**src/rtl/reset_sequencer.sv**
```systemverilog
// reset_sequencer: releases a chain of reset domains one at a time after
// system reset. Each released domain must report ready before the next one
// is released. A domain that stays silent is re-reset up to RETRIES times,
// after which the whole chain is put back in reset and a sticky fault is raised.
module reset_sequencer #(
  parameter int STAGES  = 4,
  parameter int HOLD    = 16,
  parameter int TIMEOUT = 1024,
  parameter int RETRIES = 1,
  localparam int SW     = (STAGES > 1) ? $clog2(STAGES) : 1
) (
  input  logic              clk,
  input  logic              reset_in,
  input  logic [STAGES-1:0] stage_ready,
  output logic [STAGES-1:0] reset_out,
  output logic              all_released,
  output logic              fault,
  output logic [SW-1:0]     fault_stage
);

  // The longer of the two waits sets the counter width; every compare ends
  // the count before it could wrap.
  localparam int MAXC = (HOLD > TIMEOUT) ? HOLD : TIMEOUT;
  localparam int CW   = $clog2(MAXC + 1);
  localparam int RW   = (RETRIES > 0) ? $clog2(RETRIES + 1) : 1;

  typedef enum logic [1:0] {
    ST_HOLD,
    ST_WAIT,
    ST_RUN,
    ST_FAULT
  } state_t;

  state_t            state, state_nxt;
  logic [SW-1:0]     stage, stage_nxt;
  logic [CW-1:0]     count, count_nxt;
  logic [RW-1:0]     retry, retry_nxt;
  logic [STAGES-1:0] reset_out_nxt;
  logic              all_released_nxt;
  logic              fault_nxt;
  logic [SW-1:0]     fault_stage_nxt;

  // State and output registers; reset_in restarts the chain from any state.
  always_ff @(posedge clk) begin
    if (reset_in) begin
      state        <= ST_HOLD;
      stage        <= '0;
      count        <= '0;
      retry        <= '0;
      reset_out    <= '1;
      all_released <= 1'b0;
      fault        <= 1'b0;
      fault_stage  <= '0;
    end else begin
      state        <= state_nxt;
      stage        <= stage_nxt;
      count        <= count_nxt;
      retry        <= retry_nxt;
      reset_out    <= reset_out_nxt;
      all_released <= all_released_nxt;
      fault        <= fault_nxt;
      fault_stage  <= fault_stage_nxt;
    end
  end

  // Next-state logic: hold the current stage, wait for its ready, retry or fault.
  always_comb begin
    state_nxt        = state;
    stage_nxt        = stage;
    count_nxt        = count;
    retry_nxt        = retry;
    reset_out_nxt    = reset_out;
    all_released_nxt = all_released;
    fault_nxt        = fault;
    fault_stage_nxt  = fault_stage;

    unique case (state)
      ST_HOLD: begin
        if (count == CW'(HOLD - 1)) begin
          reset_out_nxt[stage] = 1'b0;
          count_nxt            = '0;
          state_nxt            = ST_WAIT;
        end else begin
          count_nxt = count + CW'(1);
        end
      end

      ST_WAIT: begin
        // Ready is checked first so it wins over a coincident timeout.
        if (stage_ready[stage]) begin
          if (stage == SW'(STAGES - 1)) begin
            state_nxt        = ST_RUN;
            all_released_nxt = 1'b1;
          end else begin
            stage_nxt = stage + SW'(1);
            count_nxt = '0;
            retry_nxt = '0;
            state_nxt = ST_HOLD;
          end
        end else if (count == CW'(TIMEOUT - 1)) begin
          if (retry != RW'(RETRIES)) begin
            reset_out_nxt[stage] = 1'b1;
            retry_nxt            = retry + RW'(1);
            count_nxt            = '0;
            state_nxt            = ST_HOLD;
          end else begin
            reset_out_nxt   = '1;
            fault_nxt       = 1'b1;
            fault_stage_nxt = stage;
            state_nxt       = ST_FAULT;
          end
        end else begin
          count_nxt = count + CW'(1);
        end
      end

      ST_RUN: begin
        // Any domain losing ready/lock restarts the whole chain.
        if (!(&stage_ready)) begin
          state_nxt        = ST_HOLD;
          stage_nxt        = '0;
          count_nxt        = '0;
          retry_nxt        = '0;
          reset_out_nxt    = '1;
          all_released_nxt = 1'b0;
          fault_nxt        = 1'b0;
          fault_stage_nxt  = '0;
        end
      end

      ST_FAULT: begin
        // Terminal until reset_in; everything holds.
      end

      default: begin
        state_nxt = ST_HOLD;
      end
    endcase
  end

endmodule

```
**config.mk**
```make
export PLATFORM = sky130hd
export DESIGN_NAME = reset_sequencer
export DESIGN_NICKNAME = d
export VERILOG_FILES = /design/src/rtl/reset_sequencer.sv
export SDC_FILE = /design/constraint.sdc
export NUM_CORES = 1
export LEC_CHECK = 0
export ABC_AREA = 1
export CAP_MARGIN = 20
export CORE_ASPECT_RATIO = 0.8
export CORE_MARGIN = 2
export CORE_UTILIZATION = 30
export CTS_CLUSTER_SIZE = 10
export DETAILED_ROUTE_END_ITERATION = 16
export PLACE_DENSITY_LB_ADDON = 0.08
export SETUP_SLACK_MARGIN = 0.5
export SLEW_MARGIN = 10
export SYNTH_ARGS = -nofsm -noshare
export SYNTH_HDL_FRONTEND = slang
export SYNTH_SLANG_ARGS = --single-unit
```
**constraint.sdc**
```tcl
create_clock -name clk -period 4.48 [get_ports clk]
set_input_delay 0.896 -clock clk [delete_from_list [all_inputs] [get_ports clk]]
set_output_delay 0.896 -clock clk [all_outputs]
set_load 0.02 [all_outputs]
```
==> flow_summary.yaml, run 1 <==
placed_design:
  io_buffers: 13
  gp_congestion: 0.765
  hpwlAfterDp_um: 3480
  dpl.cell_count: 365
routing:
  wire_per_inst_um: 12.6
  drc: 0
  drt-initial-drc-count: 107
  antenna_left: 0
  vias_per_cell: 4.54
  drt_pass1_iterations: 4
  wirelength_um: 4630
  vias: 1672
power_and_ir_drop:
  power_density_nw_per_um2: 255
  p_leak_nw: 0.915
  vdd_ir_drop_max_v: 0.000124
critical_path:
  timing.critical_path.depth: 11
  r2r_setup_slack_ns: 2.44
  r2r-start: "state[0]"
  path_cells: "clkdlybuf4s50_1 > nand2_1 > nand2_1 > nand2_1 > nand2_1 > nand2_1 > nand2_1 > nor2_2 > inv_1 > nand2_1 > nand3_1"
  r2r_end: "count[6]"
  slowest_delay_ns: 0.42
  cp.required_ns: 4.63
  cp-end-kind: "register"
  path_delay_family: "simple AND/OR/NAND/NOR gates"
  start_kind: "input port"
  crit_start: "stage_ready[1]"
  crit_type: "input port to register"
  path_common_cell: "nand2_1"
  cp_max_fo: 5
  critical_path_arrival_ns: 2.39
  critical_path_buf_inv_count: 2
  cp_slowest_cell: "clkdlybuf4s50_1"
  rr_worst_depth: 8
  endpoint: "reset_out[1]"
floorplanning:
  die_h_um: 71.6
  placement_rows: 24
  io_pins: 14
  core_area_um2: 5500
  initial_core_util_pct: 31.2
  dieArea_um2: 6340
  die_x_um: 88.5
clock_tree:
  clk_pin_slew_ns: 0.10
  cts_tree: "done"
  postCtsSetupBuffers: 0
  cts_buffers: 3
  cts_resized: 0
  insertion_delay_ns: 0.27
  cts_num_sinks: 24
  root_buffer: "clkbuf_8"
  cts_buffer_depth: 2
  postCtsHoldBufs: 0
  cts-htree-levels: 1
sta:
  fin_crit_sh_pct: 49.9
  setup_viol: 0
  max_slew_margin_pct: 64.8
  hold_viol_final: 0
  fin_setup_tns_ns: 0
  timing.fmax_mhz: 447
  rsz0062_at_grt: "false"
  fin_crit_ns: 2.24
  slew_viol_final: 0
  tightest_slew_ns: 0.527
  fin_skew_ns: 0.00799
  timing.hold.ws_ns: 0.470
min_path:
  worstHoldPathCells: 2
  hold_class: "register to register"
logic_synthesis:
  ys_top_cells_by_area: "dfxtp_1 28%, nand2_1 19%, nand3_1 10%"
  ys.flop_type: "dfxtp_1"
  ys_ff_latch: 24
  synth_area_um2: 1710
  synth.avg_cell_area_um2: 6.12
  yosys.area.top_type: "dfxtp_1"
  synth_top_area_share_pct: 28.0
  syn-num-nets: 295
  synth-edff-count: 0
  async_flop_share_pct: 0
  yosysUniqueCellTypes: 23
  synth-seq-area-share_pct: 28.0
  netlist_instances: 280
  yosysWarnings: 0
  ys_top_cells_by_count: "88 x nand2_1, 35 x nand3_1, 34 x inv_1"
  synthMostInstantiatedCell: "nand2_1"
global_routing:
  grt_max_degree: 15
  gr-usage-all-layers_pct: 16.3
  grt_overflow_total: 0
  antenna_found_initial: 0
  grt_pass1_wl_um: 8020
  grt_pass1_vias: 1620
final_layout:
  final_cell_count_no_fill: 368
  drive_gt1_share_pct: 6.55
  num-fill-cells: 605
  layout.nets: 307
  num_antenna_cells: 0
  synthToLayoutAreaGrowth_pct: 14.2
flow_run:
  maxCapViolCount: 0
outcome:
  outcome: "complete, no violations"
## cells in the final DEF (no fill, tap or decap)
| cell | n |
|---|---|
| nand3_1 | 35 |
| clkdlybuf4s50_1 | 13 |
| nand3b_1 | 1 |
| inv_2 | 2 |
| inv_1 | 34 |
| nor2_1 | 28 |
| xor2_1 | 2 |
| nor3_1 | 4 |
| nor4_1 | 4 |
| a21oi_1 | 16 |
| ha_1 | 9 |
| dfxtp_1 | 24 |
| nand4_1 | 6 |
| nand4_4 | 1 |
| nand2_1 | 88 |
| inv_4 | 1 |
| nand2_4 | 1 |
| o21ai_0 | 4 |
| nor2_2 | 3 |
| nand2_2 | 5 |
| nor2_4 | 3 |
| o22ai_1 | 3 |
| clkbuf_8 | 3 |
## worst register-to-register path, cell delays in order (launching register included)
cell     delay [ns]
dfxtp_1        0.40
inv_1          0.09
ha_1           0.40
inv_1          0.34
nand3_1        0.32
nand2_1        0.14
inv_1          0.06
a21oi_1        0.13
nor2_1         0.06
## metal layers
metal | track usage (%) | share of wire [%] | wire length (um)
met1 | 26.5 | 57 | 2650
met2 | 22.3 | 38 | 1740
met3 | 3.23 | 4.7 | 218
met4 | 2.19 | 0.58 | 27
met5 | 0 | 0 | 0
## metrics by stage
stage / worst slack, ns / power, mW / area, um^2 / utilization [%]
after detailed placement: 1.96 / 0.368 / 1920 / 34.9
after CTS: 2.26 / 0.505 / 1960 / 35.6
after global placement: 1.94 / 0.369 / 1920 / 34.9
after global routing: 2.08 / 0.533 / 1960 / 35.6
after floorplan: 2.68 / 0.329 / 1710 / -
final: 2.24 / 0.499 / 1960 / 35.6
## cell type report
type / count / area [um^2] / area share [%]
flip-flops and latches: 24 / 480 / 24.6
multi-input cells: 213 / 1070 / 54.5
inverters: 37 / 141 / 7.23
clock buffers: 3 / 41.3 / 2.11
well taps: 78 / 97.6 / 4.99
repair buffers: 13 / 130 / 6.65
## report_power, final
part	total [mW]	switching (mW)	internal [mW]
clock	0.136	0.0757	0.0603
combinational	0.124	0.0771	0.0472
sequential	0.239	0.0134	0.225
total	0.499	0.166	0.333
## how the worst min path moves through the flow
stage                         from        endpoint  slack [ns]
floorplan                 count[1]        count[1]        0.46
CTS                          fault           fault        0.48
global placement    fault_stage[1]  fault_stage[1]        0.46
finish              fault_stage[0]  fault_stage[0]        0.47
global route                 fault           fault        0.48
detailed placement           fault           fault        0.46
## kinds of logic (layout without fill, tap and decap cells)
logic type / Yosys count / after routing / synth area share, %
AND/OR/NAND/NOR: 179 / 179 / 47.7
buffers and inverters: 43 / 53 / 9.78
XOR/XNOR: 2 / 2 / 1.02
flip-flops: 24 / 24 / 28.0
adder cells (fa/ha/maj): 9 / 9 / 6.57
AO/OA/AOI/OAI: 23 / 23 / 6.93
## sequential cells by signal, indices dropped and copies added (netlist names)
signal and cells:
stage 2, all_released 1, reset_out 4, count 11, fault 1, retry 1
fault_stage 2, state 2
No activity file was read; power rests on OpenSTA's default activity.
==> inputs of run 2 (changes only) <==
==> constraint.sdc (replaced) <==
create_clock -name clk -period 2.02 [get_ports clk]
set_input_delay 0.404 -clock clk [delete_from_list [all_inputs] [get_ports clk]]
set_output_delay 0.404 -clock clk [all_outputs]
set_load 0.02 [all_outputs]
==> run 2 against run 1 <==
  * Register-to-register slack worse by 2.0 ns
  * Via count is 15% higher
  * Setup slack worse by 1.8 ns
  * Clock-buffer cell count grew 1
  * Sequential share of layout area is 5.2 points lower
  * Critical path depth stayed put
  * Routed wire length up 15%
  * Global-route usage is 1.7 points higher
==> flow_summary.yaml, run 2 (synthesis gave the netlist of run 1 again) <==
power_and_ir_drop:
  vdd_ir_drop_max_v: 0.000296
  p_leak_nw: 1.21
  power_density_nw_per_um2: 499
routing:
  drc: 0
  drt_pass1_iterations: 4
  wirelength_um: 5340
  vias: 1918
  drt-initial-drc-count: 126
  antenna_left: 0
  wire_per_inst_um: 13.2
  vias_per_cell: 4.75
sta:
  setup_viol: 0
  fin_skew_ns: 0.00621
  max_slew_margin_pct: 67.5
  timing.hold.ws_ns: 0.469
  fin_setup_tns_ns: 0
  fin_crit_sh_pct: 78.4
  hold_viol_final: 0
  fin_crit_ns: 1.58
  timing.final.ws_setup_ns: 0.436
  tightest_slew_ns: 0.486
  timing.fmax_mhz: 631
  rsz0062_at_grt: "true"
  slew_viol_final: 0
global_routing:
  grt_overflow_total: 0
  use_met1_pct: 27.8
  antenna_found_initial: 0
  gr-usage-all-layers_pct: 18.0
  busiest_layer: "met1"
  grt_max_degree: 15
  grt_pass1_vias: 1750
  grt_pass1_wl_um: 8780
  grtUsageMet2_pct: 26.3
  grt_use_met3_pct: 2.88
critical_path:
  cp_max_fo: 3
  critical_path_arrival_ns: 1.76
  crit_type: "register to register"
  cp-end-kind: "register"
  start_kind: "register"
  cp.required_ns: 2.19
clock_tree:
  cts_buffer_depth: 2
  cts_tree: "done"
  cts_num_sinks: 24
  clk_pin_slew_ns: 0.10
  cts_buffers: 3
  postCtsHoldBufs: 0
  cts-htree-levels: 1
  root_buffer: "clkbuf_8"
  insertion_delay_ns: 0.28
final_layout:
  drive_gt1_share_pct: 39.0
  layout.nets: 342
  final_cell_count_no_fill: 404
  num-fill-cells: 558
  utilization_pct: 47.6
  top_register: "count"
  final_common_cell: "nand2_1"
  synthToLayoutAreaGrowth_pct: 52.6
  num_antenna_cells: 0
  reg_top3: "count x11, reset_out x4"
  layout_common_cells: "65 x nand2_1, 28 x inv_1, 28 x buf_4"
  largest_reg_flops: 11
placed_design:
  dp_worst_setup_slack_ns: 0.0592
  dpl.cell_count: 379
  io_buffers: 13
  hpwlAfterDp_um: 3630
  gp_congestion: 0.839
floorplanning:
  placement_rows: 24
  core_area_um2: 5500
  die_x_um: 88.5
  initial_core_util_pct: 31.2
  die_h_um: 71.6
  dieArea_um2: 6340
  io_pins: 14
min_path:
  hold_class: "register to register"
flow_run:
  maxCapViolCount: 0
outcome:
  outcome: "complete, no violations"
[run 2: critical path, stage by stage, from the launching register on]
cell	delay [ns]
dfxtp_2	0.36
ha_4	0.15
nand2_4	0.05
nor2_4	0.13
buf_4	0.13
nand4_1	0.13
buf_4	0.16
buf_4	0.13
nand3_1	0.07
nand2_1	0.05
nand2_1	0.05
a21oi_1	0.06
[run 2: layout make-up]
cell class	instances	area [um^2]	area share (%)
sequential	24	505	19.3
timing repair buffer	47	434	16.6
multi-input combinational	214	1370	52.3
inverter	37	154	5.89
clock buffer	4	55.1	2.11
tap	78	97.6	3.73
[run 2: where the power goes]
group          switching [mW]  internal, mW
logic                   0.234         0.192
clock network           0.175         0.175
registers              0.0335         0.498
total                   0.442         0.864
[run 2: path summary, 6_finish.rpt]
check                                       to           start  slack [ns]  cells after the start
worst max-delay path                  count[4]        count[0]        0.44                     11
worst min-delay path            fault_stage[1]  fault_stage[1]        0.47                      2
worst max register to register        count[4]        count[0]        0.44                     11
worst min register to register  fault_stage[1]  fault_stage[1]        0.47                      2
[run 2: repair_timing]
item	CTS	global route
buffers inserted	14	6
gates resized for setup	63	42
endpoints found under the setup margin	32	24
pin swaps	26	25
gates cloned	1	0
[run 2: metal layers]
layer  share of wire [%]  wire length (um)  up-vias
met5                   0                 0        -
met4                0.75                40        0
met3                 4.9               260        5
met2                  43              2280       33
met1                  52              2760      879
li1                    -                 -     1001
[run 2: through the flow]
step                      instance area (um^2)  power (mW)
after global placement                    2060       0.853
after floorplan                           1760       0.739
after detailed placement                  2060       0.851
after CTS                                 2430        1.27
after global routing                      2620        1.39
final                                     2620        1.31
